**config.mk**
```make
export PLATFORM = sky130hd
export DESIGN_NAME = draw_cmd_scheduler
export DESIGN_NICKNAME = d
export VERILOG_FILES = /design/src/rtl/draw_pkg.sv /design/src/rtl/rr_arbiter.sv /design/src/rtl/draw_cmd_scheduler.sv
export SDC_FILE = /design/constraint.sdc
export NUM_CORES = 1
export LEC_CHECK = 0
export CAP_MARGIN = 20
export CELL_PAD_IN_SITES_DETAIL_PLACEMENT = 1
export CELL_PAD_IN_SITES_GLOBAL_PLACEMENT = 1
export CORE_MARGIN = 2
export CORE_UTILIZATION = 28
export CTS_BUF_LIST = sky130_fd_sc_hd__clkbuf_8
export CTS_CLUSTER_SIZE = 16
export DETAILED_ROUTE_END_ITERATION = 10
export PLACE_DENSITY = 0.61
export SLEW_MARGIN = 10
export SYNTH_ARGS = -nofsm -noshare
export SYNTH_HDL_FRONTEND = slang
export SYNTH_HIERARCHICAL = 1
export SYNTH_SLANG_ARGS = --single-unit
```
**constraint.sdc**
```tcl
create_clock -name CLK -period 4.5 [get_ports CLK]
set_clock_uncertainty 0.2 [all_clocks]
set_input_delay 0.9 -clock CLK [delete_from_list [all_inputs] [get_ports CLK]]
set_output_delay 0.9 -clock CLK [all_outputs]
set_load 0.05 [all_outputs]
```
**src/rtl/draw_pkg.sv**
```systemverilog
`default_nettype none
// ---------------------------------------------------------------------------
// draw_pkg : draw command codes and scheduler state encoding
// Revision : 1.0
// ---------------------------------------------------------------------------
package draw_pkg;

    localparam int CMD_W = 5;

    localparam logic [CMD_W-1:0] BACKGROUND   = 5'h13;
    localparam logic [CMD_W-1:0] PLAY_CLEAR   = 5'h14;
    localparam logic [CMD_W-1:0] FINE_LINE1   = 5'h17;
    localparam logic [CMD_W-1:0] PERFECT_LINE = 5'h19;

    typedef enum logic [2:0] {
        ST_IDLE      = 3'd0,
        ST_CLR_ISSUE = 3'd1,
        ST_CLR_WAIT  = 3'd2,
        ST_ISSUE     = 3'd3,
        ST_WAIT      = 3'd4
    } sched_state_e;

endpackage
`default_nettype wire

```
**src/rtl/rr_arbiter.sv**
```systemverilog
`default_nettype none
// ---------------------------------------------------------------------------
// rr_arbiter : combinational round-robin pick, first set req at or above rr_ptr
// Revision   : 1.0
// ---------------------------------------------------------------------------
module rr_arbiter #(
    parameter int NUM_REQ = 4,
    parameter int IDX_W   = $clog2(NUM_REQ)
) (
    input  logic [NUM_REQ-1:0] req,
    input  logic [IDX_W-1:0]   rr_ptr,
    output logic [IDX_W-1:0]   winner,
    output logic               any
);

    logic [IDX_W:0] idx_v;

    // Walk from the farthest offset down so the nearest set request is written last.
    always_comb begin
        winner = '0;
        any    = 1'b0;
        idx_v  = '0;
        for (int i = NUM_REQ - 1; i >= 0; i--) begin
            idx_v = {1'b0, rr_ptr} + (IDX_W + 1)'(i);
            if (idx_v >= (IDX_W + 1)'(NUM_REQ)) begin
                idx_v = idx_v - (IDX_W + 1)'(NUM_REQ);
            end
            if (req[idx_v[IDX_W-1:0]]) begin
                winner = idx_v[IDX_W-1:0];
                any    = 1'b1;
            end
        end
    end

endmodule
`default_nettype wire

```
**src/rtl/draw_cmd_scheduler.sv**
```systemverilog
`default_nettype none
// ---------------------------------------------------------------------------
// draw_cmd_scheduler : shares the draw datapath among requesters, one frame clear per tick
// Revision           : 1.0
// ---------------------------------------------------------------------------
module draw_cmd_scheduler
    import draw_pkg::*;
#(
    parameter int               NUM_REQ     = 4,
    parameter int               CMD_W       = draw_pkg::CMD_W,
    parameter logic [CMD_W-1:0] CLEAR_CMD   = CMD_W'(BACKGROUND),
    parameter int               TIMEOUT_CYC = 32768
) (
    input  logic                     CLK,
    input  logic                     reset,
    input  logic                     frame_tick,
    input  logic [NUM_REQ-1:0]       req,
    input  logic [NUM_REQ*CMD_W-1:0] req_cmd,
    output logic [NUM_REQ-1:0]       grant,
    output logic [CMD_W-1:0]         cmd,
    output logic                     cmd_start,
    input  logic                     cmd_done,
    output logic                     busy,
    output logic                     timeout_err,
    output logic                     frame_overrun
);

    localparam int IDX_W = $clog2(NUM_REQ);
    localparam int CNT_W = $clog2(TIMEOUT_CYC);

    sched_state_e        state_q, state_d;
    logic [CMD_W-1:0]    cmd_q, cmd_d;
    logic                cmd_start_q, cmd_start_d;
    logic [NUM_REQ-1:0]  grant_q, grant_d;
    logic                busy_q, busy_d;
    logic                timeout_err_q, timeout_err_d;
    logic                frame_overrun_q, frame_overrun_d;
    logic                clear_pending_q, clear_pending_d;
    logic [IDX_W-1:0]    rr_ptr_q, rr_ptr_d;
    logic [IDX_W-1:0]    winner_q, winner_d;
    logic [CNT_W-1:0]    wait_cnt_q, wait_cnt_d;

    logic [IDX_W-1:0]    arb_winner;
    logic                arb_any;
    logic [CMD_W-1:0]    req_cmd_arr [NUM_REQ];

    rr_arbiter #(
        .NUM_REQ (NUM_REQ),
        .IDX_W   (IDX_W)
    ) u_rr_arbiter (
        .req    (req),
        .rr_ptr (rr_ptr_q),
        .winner (arb_winner),
        .any    (arb_any)
    );

    always_comb begin
        for (int i = 0; i < NUM_REQ; i++) begin
            req_cmd_arr[i] = req_cmd[i*CMD_W +: CMD_W];
        end
    end

    always_comb begin
        state_d         = state_q;
        cmd_d           = cmd_q;
        cmd_start_d     = 1'b0;
        grant_d         = '0;
        timeout_err_d   = timeout_err_q;
        frame_overrun_d = frame_overrun_q;
        clear_pending_d = clear_pending_q;
        rr_ptr_d        = rr_ptr_q;
        winner_d        = winner_q;
        wait_cnt_d      = wait_cnt_q;

        if (state_q == ST_CLR_ISSUE) begin
            clear_pending_d = 1'b0;
        end
        // A new tick re-arms the clear even while the previous one is being issued.
        if (frame_tick) begin
            clear_pending_d = 1'b1;
            if (clear_pending_q || state_q == ST_CLR_ISSUE || state_q == ST_CLR_WAIT) begin
                frame_overrun_d = 1'b1;
            end
        end

        case (state_q)
            ST_IDLE: begin
                if (clear_pending_q || frame_tick) begin
                    state_d     = ST_CLR_ISSUE;
                    cmd_d       = CLEAR_CMD;
                    cmd_start_d = 1'b1;
                end else if (arb_any) begin
                    state_d              = ST_ISSUE;
                    cmd_d                = req_cmd_arr[arb_winner];
                    cmd_start_d          = 1'b1;
                    grant_d[arb_winner]  = 1'b1;
                    winner_d             = arb_winner;
                end
            end
            ST_CLR_ISSUE: begin
                state_d    = ST_CLR_WAIT;
                wait_cnt_d = '0;
            end
            ST_ISSUE: begin
                state_d    = ST_WAIT;
                wait_cnt_d = '0;
            end
            ST_CLR_WAIT, ST_WAIT: begin
                if (cmd_done || wait_cnt_q == CNT_W'(TIMEOUT_CYC - 1)) begin
                    state_d = ST_IDLE;
                    if (!cmd_done) begin
                        timeout_err_d = 1'b1;
                    end
                    if (state_q == ST_WAIT) begin
                        rr_ptr_d = (winner_q == IDX_W'(NUM_REQ - 1)) ? '0 : winner_q + IDX_W'(1);
                    end
                end else begin
                    wait_cnt_d = wait_cnt_q + CNT_W'(1);
                end
            end
            default: begin
                state_d = ST_IDLE;
            end
        endcase

        busy_d = (state_d != ST_IDLE);
    end

    always_ff @(posedge CLK) begin
        if (!reset) begin
            state_q         <= ST_IDLE;
            cmd_q           <= '0;
            cmd_start_q     <= 1'b0;
            grant_q         <= '0;
            busy_q          <= 1'b0;
            timeout_err_q   <= 1'b0;
            frame_overrun_q <= 1'b0;
            clear_pending_q <= 1'b0;
            rr_ptr_q        <= '0;
            winner_q        <= '0;
            wait_cnt_q      <= '0;
        end else begin
            state_q         <= state_d;
            cmd_q           <= cmd_d;
            cmd_start_q     <= cmd_start_d;
            grant_q         <= grant_d;
            busy_q          <= busy_d;
            timeout_err_q   <= timeout_err_d;
            frame_overrun_q <= frame_overrun_d;
            clear_pending_q <= clear_pending_d;
            rr_ptr_q        <= rr_ptr_d;
            winner_q        <= winner_d;
            wait_cnt_q      <= wait_cnt_d;
        end
    end

    assign grant         = grant_q;
    assign cmd           = cmd_q;
    assign cmd_start     = cmd_start_q;
    assign busy          = busy_q;
    assign timeout_err   = timeout_err_q;
    assign frame_overrun = frame_overrun_q;

endmodule
`default_nettype wire

```
Yosys cells after proc, flatten, opt, wreduce, memory -nomap -nowiden

Cells that the tools add are included.

$add $sub $neg: 9
$mul: 0
Divide/modulo/power cells: 0
Magnitude comparators: 11
Equal/unequal tests: 7
Shift-type cells: 0
Multiplexer cells: 38
Bitwise gates (word level): 6
Reduce and logical (&&, ||, !) cells: 20

Operators with widths:

| cell                  | count |
|---|---|
| $pmux 15 s2           | 1 |
| $mux 5                | 4 |
| $mux 2                | 9 |
| $add 15x1->15 const B | 1 |
| $eq 15x15->1 const B  | 1 |
| $lt 2x3->1 const B    | 5 |
| $mux 15               | 1 |
| $mux 1                | 13 |
| $ge 3x3->1 const B    | 4 |
| $pmux 3 s4            | 1 |
| $bmux 5 s2            | 1 |
| $mux 3                | 3 |
| $reduce_and 3->1      | 3 |
| $bmux 1 s2            | 4 |
| $reduce_and 2->1      | 4 |
| $sub 2x1->2 const B   | 4 |
| $add 2x2->3 const B   | 2 |
| $eq 3x2->1 const B    | 2 |
| $reduce_bool 2->1     | 3 |
| $not 1->1             | 5 |
| $logic_or 1x1->1      | 4 |
| $reduce_or 2->1       | 2 |
| $reduce_or 4->1       | 1 |
| $add 2x1->3 const B   | 1 |
| other kinds (12)      | 12 |

Flip-flop bits (word level): 36
Bits in latches: 0
Bits in writable memories: 0
Bits in read-only memories: 0
Input bits: 28
Memories: 0

Longest topological paths before layout

Word-level depth: 15
Mapped depth: 7
Mapped depth without buffers: 7

By module

Netlist, hierarchy kept.

Modules (own cells, without submodules):

| module             | instances | cells an instance | area an instance (um^2) | sequential area each (um^2) |
|---|---|---|---|---|
| draw_cmd_scheduler | 1         | 187               | 1742.9                  | 720.7 |
| rr_arbiter         | 1         | 13                | 77.6                    | 0.0 |

Least setup slack after synthesis

No wires, ideal clock.

Kind: input to register
Start: input port req[3]
End: register cmd_q[0] (netlist: cmd[0])
Data arrival time: 2338 ps
Data required time: 4181 ps
Slack: 1843 ps
Stages: 5
Buffers on the path: 1
Cell sequence: mux2i_1 a211oi_2 clkbuf_1 mux4_2 o221a_2

Longest elaborated chain between the ends: 12

RTL lines:

| what                                           | RTL line                  | text |
|---|---|---|
| start: declaration                             | draw_cmd_scheduler.sv:17  | `input logic [NUM_REQ-1:0] req,` |
| $bmux 1 s2                                     | rr_arbiter.sv:28          | `if (req[idx_v[IDX_W-1:0]]) begin` |
| $mux 1 (not written as such)                   | rr_arbiter.sv:28          |  |
| $mux 2 (3 in series)                           | rr_arbiter.sv:28          |  |
| $mux 2 (*)                                     | rr_arbiter.sv:28          |  |
| via arb_winner[0]                              | draw_cmd_scheduler.sv:43  | `logic [IDX_W-1:0] arb_winner;` |
| $not 2->3 (not written as such) (*)            | draw_cmd_scheduler.sv:94  | `cmd_d = req_cmd_arr[arb_winner];` |
| $bmux 5 s2 (*)                                 | draw_cmd_scheduler.sv:94  |  |
| $mux 5 (not written as such) (*) (2 in series) | draw_cmd_scheduler.sv:94  |  |
| $mux 5 (*)                                     | draw_cmd_scheduler.sv:92  | `end else if (arb_any) begin` |
| $mux 5 (*)                                     | draw_cmd_scheduler.sv:88  | `if (clear_pending_q \|\| frame_tick) begin` |
| end signal: assignment                         | draw_cmd_scheduler.sv:144 | `cmd_q <= cmd_d;` |
| end: declaration                               | draw_cmd_scheduler.sv:32  | `logic [CMD_W-1:0] cmd_q, cmd_d;` |

The timed path passes the listed nets; every way through them passes the cells marked *. The select of a mux whose other input is x is not followed.
A chain may end at the register's enable or synchronous reset.

Worst setup path in the final report

Same ends and word-level chain as after synthesis.

==> metrics.yaml <==
post_cts_buffers: 0
synth_edf_count: 0
yosysTopAreaCell: "dfxtp_1"
grt_use_total_pct: 13.3
port-buffer-count: 40
synth_most_common_cell: "dfxtp_1"
p_total_uw: 820
cp_data_required_time_ns: 4.49
globalRouteOverflowTotal: 0
synthArstFlopShare_pct: 0
die_w_um: 84.6
core_um2: 6310
crit_path_max_fanout: 9
cts.htree.levels: 2
ant_nets: 0
max_freq_ghz: 0.321
maxSlewViolCount: 0
worstReg2RegStart: "rr_ptr_q[1]"
vdd_ir_drop_max_v: 0.000177
ys_seq_area_share_pct: 39.6
dp_cells: 310
final_util_pct: 38.1
cts_tree: "yes"
cts.repair.resized: 0
wl_mm: 4.43
yosys-top-cells-area: "dfxtp_1 (40%), mux4_2 (6.2%), nor2_1 (5.4%)"
drive_above_1_share_pct: 11.6
fin_area_um2: 2410
clockBufferDepth: 2
crit_arrival_ns: 3.11
synthDistinctLibCells: 47
holdCritPathClass: "reg -> reg"
tightest_slew_ns: 0.827
worst_slack_ns: 1.38
syn_nets: 230
die_h_um: 84.6
initial_utilization_pct: 28.8
syn-cell-area_um2: 1820
cts_sinks: 36
leakagePower_nw: 0.787
status: "complete, no violations"
die_area_um2: 7160
dpl_cell_area_um2: 2290
synth_top_cell_area_share_pct: 39.6
place_worst_setup_slack_ns: 1.03
drt_iter0_drc: 37
yosys-top-cells-count: "dfxtp_1 (36), nor2_1 (26), nand2_1 (20)"
synthCells: 200
finalHoldViolCount: 0
dpl.hpwl_mm: 3.37
cts-root-buf: "clkbuf_8"
gp_congestion: 0.823
clk-insertion-delay-late_ns: 0.29
syn_area_per_cell_um2: 9.10
cts_buffers: 5
path_class: "in -> reg"
grt_pass1_vias: 1598
end_kind: "register"
layoutNonFillerInstCount: 318
grt_first_pass_wirelength_mm: 7.68
pin_count: 41
routed_via_density: 5.05
powerDensity_nw_per_um2: 341
timing.final.crit_share_pct: 69.2
synth_ff_type: "dfxtp_1"
cp-start-kind: "input pin"
row_count: 29
ys_ff_latch: 36
grt_max_degree: 25
routedWlPerCell_um: 13.9
rsz0062_at_grt: "no"
hold_buffers: 0
first_pass_iters: 4
ys_warn_count: 6
worstSetupStartpoint: "req[3]"
drc: 0
area_delta_synth_final_pct: 32.2
setup_violations: 0
finalSetupTns_ns: 0
min_from: "winner_q[1]"
max-cap-violations: 0
nets: 270
clkTransAtPathRegs_ns: 0.08
vias: 1606
diodes: 0
fin_crit_ns: 3.12
antenna_found_initial: 0
maxSlewHeadroom_pct: 44.8
holdWs_ns: 0.279
## where the power goes
part | switching, mW | total [mW] | internal (mW)
Clock | 0.126 | 0.290 | 0.164
Sequential | 0.0190 | 0.354 | 0.335
Combinational | 0.0986 | 0.176 | 0.0776
Total | 0.243 | 0.820 | 0.577
## kinds of logic (layout without fill, tap and decap cells)
| group | count (synthesis) | after routing | synth area share [%] |
|---|---|---|---|
| buffers and inverters | 10 | 51 | 2.06 |
| XOR/XNOR | 14 | 14 | 6.74 |
| multiplexers | 6 | 6 | 6.74 |
| flip-flops | 36 | 36 | 39.6 |
| adder cells (fa/ha/maj) | 2 | 2 | 1.37 |
| AO/OA/AOI/OAI | 33 | 33 | 14.7 |
| AND/OR/NAND/NOR | 99 | 99 | 28.8 |
## layer usage
metal	up-vias	track usage, %	part of all wire [%]
met5	-	0	0
met4	0	2.16	0.18
met3	2	6.29	8.2
met2	47	21.5	46
met1	757	16.5	46
li1	800	-	-
## final cells by class
type                       count  area (um^2)
inverter                       2         7.51
clock buffer                   5         68.8
fill                         755         3910
clock inverter                 3         42.5
multi-input combinational    154         1060
sequential                    36          721
timing repair buffer          41          408
tap                           77         96.3
## path summary, 6_finish.rpt
| path | to | slack (ns) | depth (start not counted) |
|---|---|---|---|
| min | winner_q[1] | 0.28 | 2 |
| max reg2reg | cmd[0] | 2.02 | 5 |
| min reg2reg | winner_q[1] | 0.28 | 2 |
| max | cmd[0] | 1.38 | 5 |
## sequential cells by signal, summed over array words and instances (netlist names)
| name | cells |
|---|---|
| timeout_err | 1 |
| state_q | 3 |
| busy | 1 |
| grant | 4 |
| wait_cnt_q | 15 |
| rr_ptr_q | 2 |
| cmd | 5 |
| clear_pending_q | 1 |
| cmd_start | 1 |
| frame_overrun | 1 |
| winner_q | 2 |
## layout by cell type, fill, tap and decap left out, drive strengths merged, types with 2 or more instances in the layout
cell type      instances
clkbuf                 5
nand4                  6
a22oi                  2
nand2                 20
nand3                  9
xor2                   5
nand2b                 4
a41oi                  2
o21a                   2
o21ai                  4
inv                    2
ha                     2
a21boi                 4
nor3                   5
o221a                  3
or4                    2
nor4                   4
a211oi                 5
clkdlybuf4s50         40
xnor2                  9
dfxtp                 36
a21oi                  6
and2                   4
nor2b                  6
or2                    2
mux4                   5
nor2                  27
and4                   4
## critical path, stage by stage
cell and delay, ns:
clkdlybuf4s50_1 0.52, mux2i_1 0.10, a211oi_2 0.73, mux4_2 0.60
o221a_2 0.25
Note: power is estimated with default switching activity, not from simulation.
==> RTL edit (same settings) <==
Encoding of `sched_state_e`: now one-hot (5 bits for 5 states).
--- a/src/rtl/draw_pkg.sv
+++ b/src/rtl/draw_pkg.sv
@@ -14,8 +14,8 @@
 
-    typedef enum logic [2:0] {
-        ST_IDLE      = 3'd0,
-        ST_CLR_ISSUE = 3'd1,
-        ST_CLR_WAIT  = 3'd2,
-        ST_ISSUE     = 3'd3,
-        ST_WAIT      = 3'd4
+    typedef enum logic [4:0] {
+        ST_IDLE      = 5'b00001,
+        ST_CLR_ISSUE = 5'b00010,
+        ST_CLR_WAIT  = 5'b00100,
+        ST_ISSUE     = 5'b01000,
+        ST_WAIT      = 5'b10000
     } sched_state_e;
Formal check against the unedited RTL: no difference found for any inputs over 10 cycles, from zero or initial values and one cycle with reset low; not proved beyond that.
==> RTL edit against the unedited design <==
- sequential cell count rose by 2
- setup slack gained 0.14 ns
- critical path type unchanged
- power is 8.4% higher
- non-clock buffer count grew 2
- critical path depth is the same
- synthesized area increased by 9.3%
- via count is 18% higher
- final area increased by 6.8%
- wire length grew 21%
==> RTL edit: results (changes against the unedited design) <==
| Metric | Value |
|---|---|
| Metal-1 WL | 2443 um (+21%) |
| Placed instance count | 352 (+14%) |
| Reg2reg end | wait_cnt_q[13] |
| Max incr delay on CP | 0.53 ns (-0.20 ns) |
| First-pass GRT wire length | 9094 um (+18%) |
| Iter 0 DRT Violations | 82 (+120%) |
| Largest net degree at the start of global routing | 17 (-32%) |
| DRT Wirelength | 5369 um (+21%) |
| Syn_area_per_cell | 8.764 um2 (-3.7%) |
| Worst r2r path cells | 4 (-1) |
| Average wire per standard cell | 14.91 um (+7.1%) |
| WHS Endpoint | frame_overrun |
| Sequential Power Share | 44.3% (+1.1 points) |
| Pwr Total | 0.8892 mW (+8.4%) |
| DR WL met3 | 261 um (-28%) |
| Seq/Total Area, Yosys | 38.24% (-1.3 points) |
| # fillers | 823 (+9.0%) |
| Status | finished, final reports clean |
| Final net count | 293 (+8.5%) |
| GR met1 Demand/Resource | 18.29% (+1.8 points) |
| RD Place Congestion | 0.7568 (-8.0%) |
| Crit path max-delay family | simple AND/OR/NAND/NOR gates |
| Sw Pwr | 0.3043 mW (+25%) |
| Leakage | 0.8621 nW (+9.5%) |
| Dpl hpwl | 4066 um (+21%) |
| Crit Path Max Fanout | 8 (-1) |
| Slowest CP cell | or4_1 |
| M2 GR Usage | 25.56% (+4.0 points) |
| Commonest cells in the netlist | 38 x dfxtp_1, 19 x nand2_1, 18 x a21oi_1, 15 x nor2_1, 11 x clkbuf_1 |
| Comb pwr | 0.246 mW (+40%) |
| Fraction of layout cells with a size suffix above 1 | 7.955% (-3.7 points) |
| Worst R2R Start | state_q[1] |
| Top cells by area, synth | dfxtp_1 38%, mux4_2 5.7%, a21oi_1 4.5%, mux2i_1 4.0%, nand2_1 3.6% |
| Global Route Usage Sum | 15.02% (+1.7 points) |
| Vias after detailed routing | 1896 (+18%) |
[RTL edit: cell count changes after synthesis, moves of 5 or more]
cell	before	now
nor3_1	5	10
or4_1	2	7
xnor2_1	9	2
a21oi_1	5	18
nor2b_1	6	0
mux2i_1	1	8
nor2_1	26	15
[RTL edit: per-stage QoR]
stage	area, um2	hold WS (ns)
floorplan	1989	0.2410
global placement	2477	0.2400
detailed placement	2477	0.2460
CTS	2569	0.2571
global route	2569	0.2895
finish	2569	0.2542
[RTL edit: worst register-to-register path: stages, from the launching register on]
cell	delay [ns]
dfxtp_1	0.43
or4_4	0.56
or3_1	0.47
or4_1	0.53
mux2i_1	0.13
[RTL edit: how the worst max path moves through the flow]
stage / slack (ns) / depth (start not counted) / from / end
2_1_floorplan: 1.79 / 5 / cmd_done / wait_cnt_q[13]
3_3_place_gp: 1.24 / 5 / cmd_done / wait_cnt_q[13]
3_5_place_dp: 1.18 / 6 / reset / wait_cnt_q[2]
4_1_cts: 1.50 / 6 / reset / wait_cnt_q[2]
5_1_grt: 1.26 / 6 / reset / wait_cnt_q[2]
6_report: 1.53 / 5 / cmd_done / wait_cnt_q[13]
[RTL edit: layout make-up]
class | instances | area, um2 | area share (%)
multi-input combinational | 168 | 1147 | 44.67
timing repair buffer | 43 | 422.9 | 16.46
sequential | 38 | 760.7 | 29.62
clock inverter | 2 | 8.758 | 0.3410
clock buffer | 6 | 82.58 | 3.215
inverter | 7 | 26.28 | 1.023
tap | 96 | 120.1 | 4.676
[RTL edit: kinds of logic after synthesis]
kind of cell    Yosys count  synth area share, %
mux                      13                9.686
buf+inv                  21                4.402
fa+ha+maj                 2                1.258
compound gates           49                16.86
xor+xnor                  5                2.202
flops                    38                38.24
simple gates             99                27.36
